### config.mk
export PLATFORM = sky130hd
export DESIGN_NAME = alu_rr_arbiter
export DESIGN_NICKNAME = d
export VERILOG_FILES = /design/src/rtl/alu_rr_arbiter.sv
export SDC_FILE = /design/constraint.sdc
export NUM_CORES = 1
export LEC_CHECK = 0
export ABC_AREA = 1
export BUFFER_PORTS_ARGS = -buffer_cell sky130_fd_sc_hd__buf_2
export CORE_MARGIN = 3
export CORE_UTILIZATION = 35
export CTS_BUF_LIST = sky130_fd_sc_hd__clkbuf_4
export CTS_CLUSTER_DIAMETER = 100
export DETAILED_ROUTE_END_ITERATION = 7
export HOLD_SLACK_MARGIN = 0.02
export MAX_ROUTING_LAYER = met4
export PLACE_DENSITY = 0.7
export SYNTH_ARGS = -nofsm -noshare
export SYNTH_HDL_FRONTEND = slang
export SYNTH_SLANG_ARGS = --single-unit
### constraint.sdc
create_clock -name clk -period 1.8 [get_ports clk]
set_input_delay 0.18 -clock clk [delete_from_list [all_inputs] [get_ports clk]]
set_output_delay 0.18 -clock clk [all_outputs]
set_load 0.02 [all_outputs]
### src/rtl/alu_rr_arbiter.sv
// ============================================================================
// alu_rr_arbiter: round-robin sharing of one registered ALU between two
// requesters, sequenced IDLE -> ISSUE -> RESULT with a one-cycle response.
// Revision: 1.0
// ============================================================================
`default_nettype none

module alu_rr_arbiter #(
  parameter int WIDTH = 8,
  parameter int CNT_W = 16
) (
  input  logic             clk,
  input  logic             rst_n,
  input  logic             req0_valid,
  output logic             req0_ready,
  input  logic [WIDTH-1:0] req0_a,
  input  logic [WIDTH-1:0] req0_b,
  input  logic [1:0]       req0_op,
  input  logic             req1_valid,
  output logic             req1_ready,
  input  logic [WIDTH-1:0] req1_a,
  input  logic [WIDTH-1:0] req1_b,
  input  logic [1:0]       req1_op,
  output logic             rsp0_valid,
  output logic             rsp1_valid,
  output logic [WIDTH-1:0] rsp_data,
  output logic [WIDTH-1:0] alu_a,
  output logic [WIDTH-1:0] alu_b,
  output logic [1:0]       alu_op,
  input  logic [WIDTH-1:0] alu_c,
  output logic             busy,
  output logic [CNT_W-1:0] done_cnt
);

  typedef enum logic [1:0] {
    IDLE   = 2'd0,
    ISSUE  = 2'd1,
    RESULT = 2'd2
  } state_t;

  state_t state;
  logic   owner;
  logic   last_grant;
  logic   pick0;
  logic   pick1;

  // Under contention the requester that did not win last time takes the grant.
  always_comb begin
    pick1      = req1_valid && (!req0_valid || !last_grant);
    pick0      = req0_valid && !pick1;
    req0_ready = (state == IDLE) && pick0;
    req1_ready = (state == IDLE) && pick1;
    busy       = (state != IDLE);
  end

  always_ff @(posedge clk or negedge rst_n) begin
    if (!rst_n) begin
      state      <= IDLE;
      alu_a      <= '0;
      alu_b      <= '0;
      alu_op     <= '0;
      rsp_data   <= '0;
      rsp0_valid <= 1'b0;
      rsp1_valid <= 1'b0;
      done_cnt   <= '0;
      owner      <= 1'b0;
      last_grant <= 1'b1;
    end else begin
      rsp0_valid <= 1'b0;
      rsp1_valid <= 1'b0;
      case (state)
        IDLE: begin
          if (req0_ready) begin
            alu_a      <= req0_a;
            alu_b      <= req0_b;
            alu_op     <= req0_op;
            owner      <= 1'b0;
            last_grant <= 1'b0;
            state      <= ISSUE;
          end else if (req1_ready) begin
            alu_a      <= req1_a;
            alu_b      <= req1_b;
            alu_op     <= req1_op;
            owner      <= 1'b1;
            last_grant <= 1'b1;
            state      <= ISSUE;
          end
        end
        ISSUE: begin
          state <= RESULT;
        end
        RESULT: begin
          rsp_data <= alu_c;
          if (owner) begin
            rsp1_valid <= 1'b1;
          end else begin
            rsp0_valid <= 1'b1;
          end
          done_cnt <= done_cnt + CNT_W'(1);
          state    <= IDLE;
        end
        default: begin
          state <= IDLE;
        end
      endcase
    end
  end

endmodule

`default_nettype wire

## After elaboration in Yosys (flattened, before gate mapping)

Cells that the tools add are included.

- Flip-flop bits (word level): 48
- Bits in latches: 0
- RAM bits: 0
- Memory bits (read-only): 0
- Output and inout port bits: 47
- Word-level logic and storage cells: 41
- Memories kept: 0

- $add $sub $neg: 1
- Multiply operators: 0
- Div/mod/pow operators: 0
- Order comparisons: 0
- Eq/ne operators: 3
- Shift operators: 0
- Multiplexer cells: 15
- Bitwise operators: 0
- Reduce and logical (&&, ||, !) cells: 12

Operators by type and width:

| kind | number |
|---|---|
| $mux 8 | 4 |
| $add 16x1->16 const B | 1 |
| $mux 2 | 4 |
| $mux 1 | 6 |
| $logic_and 1x1->1 | 4 |
| $pmux 2 s2 | 1 |
| $reduce_bool 2->1 | 2 |
| $logic_not 1->1 | 3 |
| $ne 3x3->1 const B | 1 |
| $eq 2x1->1 const B | 1 |
| $eq 2x2->1 const B | 1 |
| $logic_not 2->1 | 1 |
| $reduce_and 2->1 | 1 |
| $logic_or 1x1->1 | 1 |

## Depth between registers and ports, before layout

- Depth in word-level cells: 8
- Gate-level depth with buffers: 8
- Depth with buffers taken out: 8

## Worst setup path before layout

OpenSTA, ideal clock, no wires.

- Path type: register -> register
- Start point: register done_cnt[1]
- End point: register done_cnt[12]
- Data arrival time: 1,273 ps
- Required time: 1,683 ps
- Path slack: 410 ps
- Cell stages (with the launch flop): 9
- Buffers on the path: 0
- Clock period less this slack: 1,390 ps
- Path through: dfrtp_1 > ha_1 > nand3_1 > nor2_4 > nand2_4 > nor2_8 > nand2_1 > nand2_1 > nand2_1

- Cells in the longest elaborated chain, start to end: 1

RTL lines:

| what | line | text |
|---|---|---|
| from (decl) | 32 | `output logic [CNT_W-1:0] done_cnt` |
| from (signal assigned) | 99 | `done_cnt <= done_cnt + CNT_W'(1);` |
| $add 16x1->16 | 99 |  |

Every way passes these cells.
A chain may end at the register's enable or synchronous reset.

## Final worst setup path

- Start point: register state[1]
- End point: output port req1_ready

- Cells in the longest elaborated chain, start to end: 2

RTL lines:

| what | line | text |
|---|---|---|
| from (decl) | 41 | `state_t state;` |
| from (signal assigned) | 58 | `state <= IDLE;` |
| from (signal assigned) | 79 | `state <= ISSUE;` |
| from (signal assigned) | 86 | `state <= ISSUE;` |
| $logic_not 2->1 | 52 | `req1_ready = (state == IDLE) && pick1;` |
| $logic_and 1x1->1 | 52 |  |
| to (decl) | 20 | `output logic req1_ready,` |

Every way passes these cells.

==> summary.md <==
Count of filler cells inserted in the layout: 593. For the standby leakage power, the log shows 1.819 nW. Across all setup checks in the final design, the least slack found is 89.13 ps.

The number of max-slew violations in the final report was 0. For the placed instance count, the log shows 416. Critical-path cell with the highest stage delay: sky130_fd_sc_hd__dfrtp_2. Synthesis produced a netlist whose cell count is 249. Number of enable-type register cells in the synthesized netlist: 0. The run finished with clean final reports.

The transition at the pin with the smallest max-transition slack is 402.5 ps. The share of async-settable or async-resettable flops after synthesis came out at 1.000. For this design the ratio of total power to cell area is 1297 nW/um^2.

The via count of the first global-routing pass was 1994; the worst-case vdd ir drop was 0.6933 mV. The largest driver fanout on the critical path came out at 20. The floorplan step set the die height to 87.41 um. Among all cell types in the netlist, the one instantiated most often is sky130_fd_sc_hd__nand2_1. The top cell type by total area after synthesis is sky130_fd_sc_hd__dfrtp_1. The number of antenna violations at the first check in global routing is 0. The signal on the critical path passes through nor2_4 > nand3_2 > clkinv_8 > buf_2. The logs give 0 for the reported max-cap violation count and 382.1 ps for the setup slack at placement. The share of Yosys cell area claimed by the top area cell type is 0.5070. The ratio of routed vias to standard cells was 4.500.

Counting distinct cell types in the post-synthesis netlist gives 27. The combined area of all synthesized cells is 2320 um^2, and the minimum period implied by the final worst setup slack is 1711 ps. The critical path's largest stage delay is 480 ps. The tools report the global routing usage summed across all routing layers as 0.1575. For this run, the leading register cell type out of synthesis is sky130_fd_sc_hd__dfrtp_1. Setup repair after global routing could not meet its margin everywhere. Grouping stages by cell kind, the critical path spends the most delay in flip-flops. The finished layout holds 460 standard cells, fillers aside. Setup violations remaining at the end of the flow were counted as 0. In the synthesized netlist, the cells that appear most often are 83 x sky130_fd_sc_hd__nand2_1, 47 x sky130_fd_sc_hd__dfrtp_1, 19 x sky130_fd_sc_hd__nand2_2. The worst setup path is of the flip-flop to primary output kind.

The die footprint was 7641 um^2; the total number of yosys warnings was 0. The repair_antennas step left the layout with diodes totalling 0. Total count of hold-check failures in the final report: 0.

Ranked by total cell area, the synthesized netlist is headed by sky130_fd_sc_hd__dfrtp_1 51%, sky130_fd_sc_hd__nand2_1 13%, sky130_fd_sc_hd__nand3_2 5.6%. STA puts the critical path data arrival time at 1530 ps. In this run, the number of DRC markers left after iteration 0 of detailed routing was 99. Measured along the x axis, the die boundary spans 87.41 um.

No sink is reached through more buffers than the 2 on the longest clock path. Routability-driven placement finished with a final weighted congestion of 0.7832. Synthesis inferred 48 register bits. The number of post-CTS setup repair buffers came out at 0. The net switching share of the total power was 0.4519; the mean instance size in the synthesized netlist was 9.316 um^2. The H-tree was split into 2 levels.

For this run, the top clock speed supported by timing is 584.5 MHz. The portion of total power attributed to the clock network is 0.115. The part of the Yosys area used for sequential elements was 0.5183; the final clock period utilization by the worst path was 0.9505. The number of buffers and inverters on the critical path was 2. The clock arrives with 21.77 ps of skew. CTS saw 48 sinks.

The first global-routing pass estimated 9266 um of wire. For the sum of internal, switching and leakage power, the log shows 4.249 mW. The initialized floorplan defines 29 standard-cell rows. For the logic gate share of total power, the log shows 0.469. Dividing the detail-routed wire length by the instance count gives 12.40 um.

The tools report the via count of the routed design as 2070. During placement, the flow inserted port buffers numbering 94. The run gives 431 as the final-stage net count.

The placed wire-length estimate after detailed placement is 3920 um. The pre-antenna-repair detailed-routing pass consisted of 4 iterations. The run gives 0.416 as the power share of the sequential group.

The tools report the root buffer cell as sky130_fd_sc_hd__clkbuf_4. The tightest hold path in the finished design has a slack of 48.98 ps. Net count after synthesis: 298. The run gives 0.3632 as the initial core utilization. The worst setup path is captured at a primary output. For this run the aggregate overflow at the end of global routing stands at 0. The switching power is 1.920 mW, and the number of buffers inserted during clock tree synthesis is 5.

The share of cells above drive strength 1 works out to 0.3969. The tools report the total wire length after detailed routing as 5703 um. The run gives 95 as the number of top-level design ports. In this run the worst hold path is classified as primary input to flip-flop. The internal power was 2.329 mW.

After detailed routing, the number of remaining DRC violations is 0. After clock tree synthesis, the clock-pin slew on the worst setup and hold paths is 150 ps. The growth of design area from synthesis to finish is 41.21%, and the pin count of the biggest net entering global routing is 22. The startpoint type of the worst setup path is a flip-flop. The core region is 6386 um^2.

The later pin in the worst-skew pair is clocked with a latency of 360 ps. The tools report the post-detailed-route count of antenna-violating nets as 0. TritonCTS built the clock tree. The worst relative slew slack is 0.7316, and the worst endpoint required time is 1620 ps.
## repair_timing
item / 4_1_cts / 5_1_grt
gates resized for setup: 2 / 7
gates cloned: 0 / 1
hold buffers: 25 / 10
setup endpoints to repair: 2 / 2
hold endpoints to repair: 31 / 8
## worst paths after layout
path | start | endpoint | slack [ps] | cells past startpoint
max in group asynchronous | rst_n | rsp_data[0] | 940 | 3
min in group asynchronous | rst_n | done_cnt[12] | 250 | 2
worst min register to register | owner | rsp0_valid | 450 | 1
worst max register to register | last_grant | alu_op[1] | 340 | 6
worst min-delay path | req0_a[1] | alu_a[1] | 50 | 3
worst max-delay path | state[1] | req1_ready | 90 | 4
## power groups by stage
stage,sequential (mW),clock [mW],combinational [mW]
CTS,1.77,0.528,1.97
floorplan,2.20,0,0.935
detailed placement,1.78,0,1.93
global route,1.82,0.577,2.23
global placement,1.78,0,1.90
finish,1.77,0.489,1.99
## metal layers
layer / track usage / vias up / part of all wire
li1: - / 1044 / -
met1: 0.2075 / 956 / 0.45
met2: 0.2445 / 63 / 0.48
met3: 0.03974 / 7 / 0.059
met4: 0.03626 / 0 / 0.014
met5: - / - / 0
## cell type report
cell class | instances | area, um^2 | share of cell area
repair buffers | 131 | 835.8 | 0.2552
flip-flops and latches | 48 | 1204 | 0.3675
multi-input cells | 173 | 974.7 | 0.2976
clock inverters | 3 | 13.76 | 0.004202
clock buffers | 5 | 37.54 | 0.01146
inverters | 22 | 107.6 | 0.03285
repair inverters | 1 | 6.256 | 0.001910
well taps | 77 | 96.34 | 0.02941
## cells by family after synthesis
family          synth area share
compound gates           0.01295
xor+xnor                 0.04477
fa+ha+maj               0.005393
buf+inv                  0.06472
flops                     0.5183
simple gates              0.3538
## cells in the final DEF, fill, tap and decap left out, types with 5 or more instances in the layout
master                          netlist  layout
sky130_fd_sc_hd__nor2_1              11      11
sky130_fd_sc_hd__nand2_1             83      83
sky130_fd_sc_hd__xor2_1               6       6
sky130_fd_sc_hd__dfrtp_1             47      46
sky130_fd_sc_hd__clkbuf_4             0       5
sky130_fd_sc_hd__nand4_1              5       5
sky130_fd_sc_hd__dlygate4sd3_1        0      35
sky130_fd_sc_hd__nand3_2             13      12
sky130_fd_sc_hd__nand2_2             19      19
sky130_fd_sc_hd__buf_2                2      94
sky130_fd_sc_hd__inv_1               18      18
sky130_fd_sc_hd__nand3_1             11      11
## flip-flops by register name (all words and copies together), names as in the netlist
| signal | flops |
|---|---|
| done_cnt | 16 |
| owner | 1 |
| state | 2 |
| rsp0_valid | 1 |
| rsp_data | 8 |
| alu_b | 8 |
| alu_a | 8 |
| rsp1_valid | 1 |
| alu_op | 2 |
| last_grant | 1 |
## stage by stage
step                instance area, um^2  setup TNS [ps]    util
floorplan                          2320               0       -
global placement                   2839               0  0.4446
detailed placement                 2839               0  0.4446
global route                       3276          -34.18  0.5129
CTS                                3146               0  0.4926
finish                             3276               0  0.5129
## worst min-delay path: cells and delay by family
kind | cells | cell delay (ps)
and+or+nand+nor | 2 | 110
buffers and inverters | 1 | 80
No activity file was read; power rests on OpenSTA's default activity.
